**src/rtl/mac_dot_sequencer.sv**
```systemverilog
`default_nettype none
// ============================================================================
// Module      : mac_dot_sequencer
// Description : Feeds a dot-product job into the Vedic MAC, waits out its
//               pipeline latency and returns the captured accumulator.
// Revision    : 1.0 - initial release
// ============================================================================
module mac_dot_sequencer #(
    parameter int DATA_W  = 64,
    parameter int ACC_W   = 128,
    parameter int LEN_W   = 16,
    parameter int MAC_LAT = 1
) (
    input  logic              clk,
    input  logic              rst,
    input  logic              start,
    input  logic [LEN_W-1:0]  vec_len,
    input  logic              abort,
    output logic              busy,
    input  logic              in_valid,
    output logic              in_ready,
    input  logic [DATA_W-1:0] in_a,
    input  logic [DATA_W-1:0] in_b,
    output logic              mac_clr,
    output logic              mac_enable,
    output logic [DATA_W-1:0] mac_a,
    output logic [DATA_W-1:0] mac_b,
    input  logic [ACC_W-1:0]  mac_acc,
    output logic              res_valid,
    input  logic              res_ready,
    output logic [ACC_W-1:0]  res_data
);

    localparam int DRAIN_W = $clog2(MAC_LAT + 1);

    typedef enum logic [2:0] {
        S_IDLE   = 3'd0,
        S_CLEAR  = 3'd1,
        S_RUN    = 3'd2,
        S_DRAIN  = 3'd3,
        S_RESULT = 3'd4
    } state_t;

    state_t             r_state;
    logic [LEN_W-1:0]   r_remaining;
    logic [DRAIN_W-1:0] r_drain;

    assign in_ready = (r_state == S_RUN);

    always_ff @(posedge clk or posedge rst) begin
        if (rst) begin
            r_state     <= S_IDLE;
            r_remaining <= '0;
            r_drain     <= '0;
            busy        <= 1'b0;
            mac_clr     <= 1'b0;
            mac_enable  <= 1'b0;
            mac_a       <= '0;
            mac_b       <= '0;
            res_valid   <= 1'b0;
            res_data    <= '0;
        end else begin
            mac_clr <= 1'b0;
            case (r_state)
                S_IDLE: begin
                    if (start) begin
                        busy <= 1'b1;
                        if (vec_len != '0) begin
                            r_remaining <= vec_len;
                            mac_clr     <= 1'b1;
                            r_state     <= S_CLEAR;
                        end else begin
                            // Empty job: answer straight away without touching the MAC.
                            res_data  <= '0;
                            res_valid <= 1'b1;
                            r_state   <= S_RESULT;
                        end
                    end
                end
                S_CLEAR: begin
                    if (abort) begin
                        busy    <= 1'b0;
                        r_state <= S_IDLE;
                    end else begin
                        r_state <= S_RUN;
                    end
                end
                S_RUN: begin
                    if (abort) begin
                        mac_enable <= 1'b0;
                        busy       <= 1'b0;
                        r_state    <= S_IDLE;
                    end else if (in_valid) begin
                        mac_a       <= in_a;
                        mac_b       <= in_b;
                        mac_enable  <= 1'b1;
                        r_remaining <= r_remaining - LEN_W'(1);
                        if (r_remaining == LEN_W'(1)) begin
                            r_drain <= DRAIN_W'(MAC_LAT);
                            r_state <= S_DRAIN;
                        end
                    end else begin
                        mac_enable <= 1'b0;
                    end
                end
                S_DRAIN: begin
                    mac_enable <= 1'b0;
                    if (abort) begin
                        busy    <= 1'b0;
                        r_state <= S_IDLE;
                    end else if (r_drain == '0) begin
                        res_data  <= mac_acc;
                        res_valid <= 1'b1;
                        r_state   <= S_RESULT;
                    end else begin
                        r_drain <= r_drain - DRAIN_W'(1);
                    end
                end
                S_RESULT: begin
                    if (res_ready) begin
                        res_valid <= 1'b0;
                        busy      <= 1'b0;
                        r_state   <= S_IDLE;
                    end
                end
                default: begin
                    mac_enable <= 1'b0;
                    res_valid  <= 1'b0;
                    busy       <= 1'b0;
                    r_state    <= S_IDLE;
                end
            endcase
        end
    end

endmodule
`default_nettype wire
```
**config.mk**
```make
export PLATFORM = sky130hd
export DESIGN_NAME = mac_dot_sequencer
export DESIGN_NICKNAME = d
export VERILOG_FILES = /design/src/rtl/mac_dot_sequencer.sv
export SDC_FILE = /design/constraint.sdc
export NUM_CORES = 1
export LEC_CHECK = 0
export CAP_MARGIN = 20
export CORE_AREA = 2 2 211 213
export CTS_CLUSTER_SIZE = 16
export DETAILED_ROUTE_END_ITERATION = 12
export DIE_AREA = 0 0 213 215
export PLACE_DENSITY = 0.51
export SLEW_MARGIN = 30
export SYNTH_ARGS = -nofsm -noshare
export SYNTH_HDL_FRONTEND = slang
export SYNTH_SLANG_ARGS = --single-unit
```
**constraint.sdc**
```tcl
create_clock -name clk -period 24.5 [get_ports clk]
set_clock_uncertainty 0.05 [all_clocks]
set_input_delay 2.45 -clock clk [delete_from_list [all_inputs] [get_ports clk]]
set_output_delay 2.45 -clock clk [all_outputs]
set_load 0.01 [all_outputs]
```
==> flow_metrics.tcl, run 1 <==
set metrics [dict create \
    start_kind "register" \
    final.setup.worst_slack_ns 18.82 \
    die_y_um 215 \
    synthCells 729 \
    critPathKind "reg -> out" \
    dieArea_mm2 0.04580 \
    synth_edf_count 0 \
    portBuffers 538 \
    fin_cells 1878 \
    maxClockFrequency_mhz 176.0 \
    die_w_um 213 \
    drt-initial-drc-count 383 \
    gp_congestion 0.7760 \
    cts_hold_buf 0 \
    ys_warn_count 0 \
    final-setup-viol-count 0 \
    crit_fanout 27 \
    synth_area_per_cell_um2 14.65 \
    post-dp-hpwl_um 26110 \
    drive_above_1_share 0.1595 \
    vias 8227 \
    grt_pass1_wl_um 53890 \
    postCtsSetupRepairBufs 0 \
    cp.arrival_ns 3.18 \
    vdd_ir_drop_max_uv 57.09 \
    synth_seq_cells 280 \
    io_pins 539 \
    grt_setup_unrepaired "false" \
    p_per_area_mw_per_mm2 124.6 \
    vias_per_cell 4.381 \
    start_util 0.2448 \
    status "complete, no violations" \
    grt_max_degree 167 \
    worstMarginPinSlew_ns 0.9335 \
    num_rows 77 \
    clkLatencyLatePin_ns 0.53 \
    ys.flop_type "dfrtp_1" \
    antenna_left 0 \
    numCtsBuffers 34 \
    path_clk_slew_ns 0.06 \
    antenna_found_initial 3 \
    core_mm2 0.04364 \
    syn_area_mm2 0.01068 \
    synth_nets 1009 \
    grt_pass1_vias 8542 \
    htreeDepth 2 \
    hp-class "reg -> reg" \
    cts_tree "yes" \
    wl_per_cell_um 19.51 \
    area_delta_synth_final_pct 66.87 \
    cts-root-buf "clkbuf_16" \
    cap_violations 0 \
    period_share 0.2320 \
    relSlewSlack 0.3776 \
    period_needed_ns 5.683 \
    track_usage 0.1553 \
    drcViolationCount 0 \
    crit_path_end_kind "output port" \
    clock-sinks 280 \
    final_cell_mix "clkdlybuf4s50_1 (538), dfrtp_1 (280), mux2_2 (128), a22o_1 (128), clkbuf_16 (35)" \
    layout_commonest_cell "clkdlybuf4s50_1" \
    yosys.cell_types.count 43 \
    cts_buffer_depth 3 \
    pre_cts_ws_ns 18.97 \
    dpl.cell_count 1814 \
    cts_resized 0 \
    leakagePower_nw 7.493 \
    ys_async_sr_fraction 1.000 \
    final_hold_viol_count 0 \
    drt-total-wl_um 36640 \
    nets 1540 \
    drt-pass1-iter-count 4 \
    crit_required_ns 22.00 \
    grt_remaining_overflow 0 \
    utilization 0.4084 \
    slew_violations 0 \
    ys_seq_area_frac 0.6559 \
    finalSetupTns_ns 0 \
]
[logic make-up (layout without fill, tap and decap cells)]
logic type / count (synthesis) / count (layout) / share of synthesized area
adder cells (fa/ha/maj): 2 / 2 / 0.002342
AO/OA/AOI/OAI: 193 / 193 / 0.1428
buffers and inverters: 58 / 614 / 0.02670
flip-flops: 280 / 280 / 0.6559
AND/OR/NAND/NOR: 68 / 68 / 0.03736
multiplexers: 128 / 128 / 0.1349
other: 0 / 1 / 0
[report_power, final]
| part | switching [mW] | total [mW] | leakage [nW] | internal (mW) |
|---|---|---|---|---|
| clock | 0.197 | 0.505 | 0.549 | 0.309 |
| sequential | 0.133 | 0.821 | 3.45 | 0.688 |
| combinational | 0.335 | 0.895 | 3.49 | 0.560 |
| total | 0.664 | 2.22 | 7.49 | 1.56 |
[per-stage QoR]
step | total power [mW] | hold slack (ns) | area (um2)
after floorplan | 1.157 | 0.4082 | 10680
after detailed placement | 1.731 | 0.4302 | 16640
final | 2.221 | 0.4436 | 17830
after global routing | 2.350 | 0.4600 | 17830
after global placement | 1.726 | 0.4290 | 16620
after CTS | 2.257 | 0.4501 | 17770
[flip-flops by register name (all words and copies together) (netlist names)]
| name | count |
|---|---|
| mac_clr | 1 |
| r_drain | 1 |
| r_state | 3 |
| res_data | 128 |
| mac_enable | 1 |
| busy | 1 |
| res_valid | 1 |
| r_remaining | 16 |
| mac_b | 64 |
| mac_a | 64 |
[layer usage]
layer	track usage	up-vias	wire length (um)
li1	-	3777	-
met1	0.1851	4047	14560
met2	0.2564	345	17830
met3	0.06152	54	3420
met4	0.04685	4	808
met5	0	-	30
[area by class of cell]
cell class | instances | area [um2]
Clock inverter | 8 | 100.1
Tap cell | 592 | 740.7
Clock buffer | 53 | 1023
Fill cell | 4162 | 25820
Timing Repair Buffer | 546 | 5510
Inverter | 7 | 33.78
Multi-Input combinational cell | 391 | 3408
Antenna cell | 1 | 2.502
Sequential cell | 280 | 7007
[critical path: stages, from the launching register on]
cell and delay [ns]:
dfrtp_1 0.46, inv_1 0.11, or3_1 0.55, clkinv_1 0.83
clkdlybuf4s50_1 0.70
[final timing paths]
kind | cells after the start | start | slack, ns | end
min in group asynchronous | 2 | rst | 2.24 | mac_b[30]$_DFFE_PP0P_
max in group asynchronous | 5 | rst | 20.47 | res_data[118]$_DFFE_PP0P_
worst max register to register | 5 | r_state[2]$_DFFE_PP0P_ | 21.43 | mac_a[42]$_DFFE_PP0P_
worst max-delay path | 4 | r_state[1]$_DFFE_PP0P_ | 18.82 | in_ready
worst min-delay path | 1 | res_data[107]$_DFFE_PP0P_ | 0.44 | res_data[107]$_DFFE_PP0P_
worst min register to register | 1 | res_data[107]$_DFFE_PP0P_ | 0.44 | res_data[107]$_DFFE_PP0P_
[Yosys cell counts (2+ instances only)]
cell type / number / area share
a21oi_1: 23 / 0.011
a22o_1: 128 / 0.10
a22oi_1: 2 / 0.0014
buf_2: 45 / 0.021
clkbuf_1: 4 / 0.0014
dfrtp_1: 280 / 0.66
ha_1: 2 / 0.0023
inv_1: 6 / 0.0021
mux2_2: 128 / 0.13
nand2_1: 17 / 0.0060
nand2b_1: 3 / 0.0018
nand3_1: 5 / 0.0023
nand4_1: 2 / 0.0012
nor2_1: 12 / 0.0042
nor3_1: 8 / 0.0037
nor4_1: 4 / 0.0023
nor4_2: 5 / 0.0059
o21a_1: 3 / 0.0021
o21ai_0: 14 / 0.0066
o21ai_1: 7 / 0.0033
o22ai_1: 4 / 0.0023
o31a_1: 2 / 0.0016
o32ai_1: 3 / 0.0025
or3_1: 3 / 0.0018
(Power assumes the default switching activity.)
==> run 2: changes to the inputs <==
==> constraint.sdc (replaced) <==
create_clock -name clk -period 5.6 [get_ports clk]
set_clock_uncertainty 0.05 [all_clocks]
set_input_delay 0.56 -clock clk [delete_from_list [all_inputs] [get_ports clk]]
set_output_delay 0.56 -clock clk [all_outputs]
set_load 0.01 [all_outputs]
==> run 2 against run 1 <==
Routed wire length fell by 0.29%. Critical endpoint unchanged. Combinational power rose to 4.4 times the previous value. Critical path depth fell by 1. Final area grew 0.77%. Sequential cell count stayed put. Core utilization up 0.31 points.
==> flow_metrics.tcl, run 2 (same netlist as run 1, synthesis figures left out) <==
set metrics [dict create \
    largest_register "res_data" \
    final_hold_viol_count 0 \
    cts_hold_buf 0 \
    maxClockFrequency_mhz 257.7 \
    layout_commonest_cell "clkdlybuf4s50_1" \
    track_usage 0.1552 \
    final_cell_mix "clkdlybuf4s50_1 (538), dfrtp_1 (280), mux2_2 (128), a22o_1 (128), clkbuf_16 (37)" \
    leakagePower_nw 7.553 \
    grt_pass1_wl_um 53930 \
    crit_path_end_kind "output port" \
    num_rows 77 \
    regArea_mm2 0.007007 \
    crit_slowest_cell "clkinv_1" \
    path_clk_slew_ns 0.06 \
    postCtsSetupRepairBufs 0 \
    nFillCells 4181 \
    final-setup-viol-count 0 \
    grt_remaining_overflow 0 \
    wl_per_cell_um 19.42 \
    p_total_mw 9.828 \
    cts_resized 0 \
    vdd_ir_drop_max_uv 252.8 \
    drt-initial-drc-count 366 \
    period_share 0.6931 \
    relSlewSlack 0.4736 \
    antenna_left 0 \
    crit_required_ns 4.99 \
    antenna_found_initial 1 \
    grt_setup_unrepaired "false" \
    crit_fanout 27 \
    max_stage_delay_ns 0.85 \
    drt-total-wl_um 36540 \
    start_kind "register" \
    portBuffers 538 \
    cts-root-buf "clkbuf_16" \
    finalSetupTns_ns 0 \
    path_buf_inv 2 \
    cp_cell_sequence "or3_1, clkinv_1, clkdlybuf4s50_1" \
    clock-sinks 280 \
    post-dp-hpwl_um 26310 \
    area_delta_synth_final_pct 68.14 \
    vias 8262 \
    nets 1542 \
    die_w_um 213 \
    multi_input_area_mm2 0.003408 \
    grt_max_degree 122 \
    drive_above_1_share 0.1638 \
    io_pins 539 \
    start_util 0.2448 \
    drcViolationCount 0 \
    numCtsBuffers 34 \
    critPathKind "reg -> out" \
    p_per_area_mw_per_mm2 547.2 \
    hp-class "reg -> reg" \
    gp_congestion 0.8029 \
    top_regs "res_data x128, mac_a x64, mac_b x64" \
    htreeDepth 2 \
    vias_per_cell 4.392 \
    drt-pass1-iter-count 4 \
    dieArea_mm2 0.04580 \
    cp.arrival_ns 3.27 \
    clkLatencyLatePin_ns 0.53 \
    cts_tree "yes" \
    cts_buffer_depth 3 \
    largest_reg_flops 128 \
    slew_violations 0 \
    cap_violations 0 \
    worstMarginPinSlew_ns 0.7879 \
    period_needed_ns 3.881 \
    crit_family "buffers and inverters" \
    status "complete, no violations" \
    core_mm2 0.04364 \
    die_y_um 215 \
    grt_pass1_vias 8575 \
]
==> run 2: cell count changes in the layout (fill, tap and decap cells not counted), sizes merged <==
cell and delta:
clkinvlp +1, buf +2, inv -2, clkbuf +2
==> run 2: path summary, 6_finish.rpt <==
path	from	endpoint	slack [ns]	depth (start not counted)
max in group asynchronous	rst	res_data[40]$_DFFE_PP0P_	3.92	3
min in group asynchronous	rst	mac_b[13]$_DFFE_PP0P_	0.48	2
worst min register to register	res_data[3]$_DFFE_PP0P_	res_data[3]$_DFFE_PP0P_	0.45	1
worst min-delay path	res_data[3]$_DFFE_PP0P_	res_data[3]$_DFFE_PP0P_	0.45	1
worst max register to register	r_state[2]$_DFFE_PP0P_	r_remaining[11]$_DFFE_PP0P_	2.66	5
worst max-delay path	r_state[2]$_DFFE_PP0P_	in_ready	1.72	3
==> run 2: final cells by class <==
type | count | share of cell area
Clock buffer | 55 | 0.06144
Sequential cell | 280 | 0.3901
Inverter | 7 | 0.001672
Timing Repair Buffer | 548 | 0.3108
Antenna cell | 1 | 0.0001393
Clock inverter | 7 | 0.004876
Tap cell | 592 | 0.04124
Multi-Input combinational cell | 391 | 0.1897
==> run 2: report_power, final <==
group	switching, mW	total, mW	internal, mW
Clock	0.873	2.31	1.44
Combinational	1.47	3.92	2.45
Sequential	0.585	3.60	3.01
==> run 2: worst register-to-register path, cell delays in order (launching register included) <==
cell      delay, ns
dfrtp_1        0.54
or3_1          0.65
clkinv_1       0.86
nor2_1         0.48
a311o_1        0.19
a21oi_2        0.06
==> run 2: metal layers <==
metal / GRT usage / part of all wire / up-vias
met2: 0.2608 / 0.49 / 357
met5: 0 / 0 / -
li1: - / - / 3780
met3: 0.05699 / 0.094 / 59
met1: 0.1811 / 0.39 / 4066
met4: 0.05408 / 0.029 / 0
==> run 2: stage by stage <==
stage                     hold WS [ns]    util  instance area, um2  setup slack (ns)  std cells
after floorplan                 0.4082       -               10690             1.283        729
after global placement          0.4318  0.3819               16670             1.900       1814
after detailed placement        0.4303  0.3842               16770             2.296       1818
after CTS                       0.4504  0.4115               17960             1.697       1880
after global routing            0.4579  0.4116               17960             1.477       1881
final                           0.4451  0.4116               17960             1.719       1881
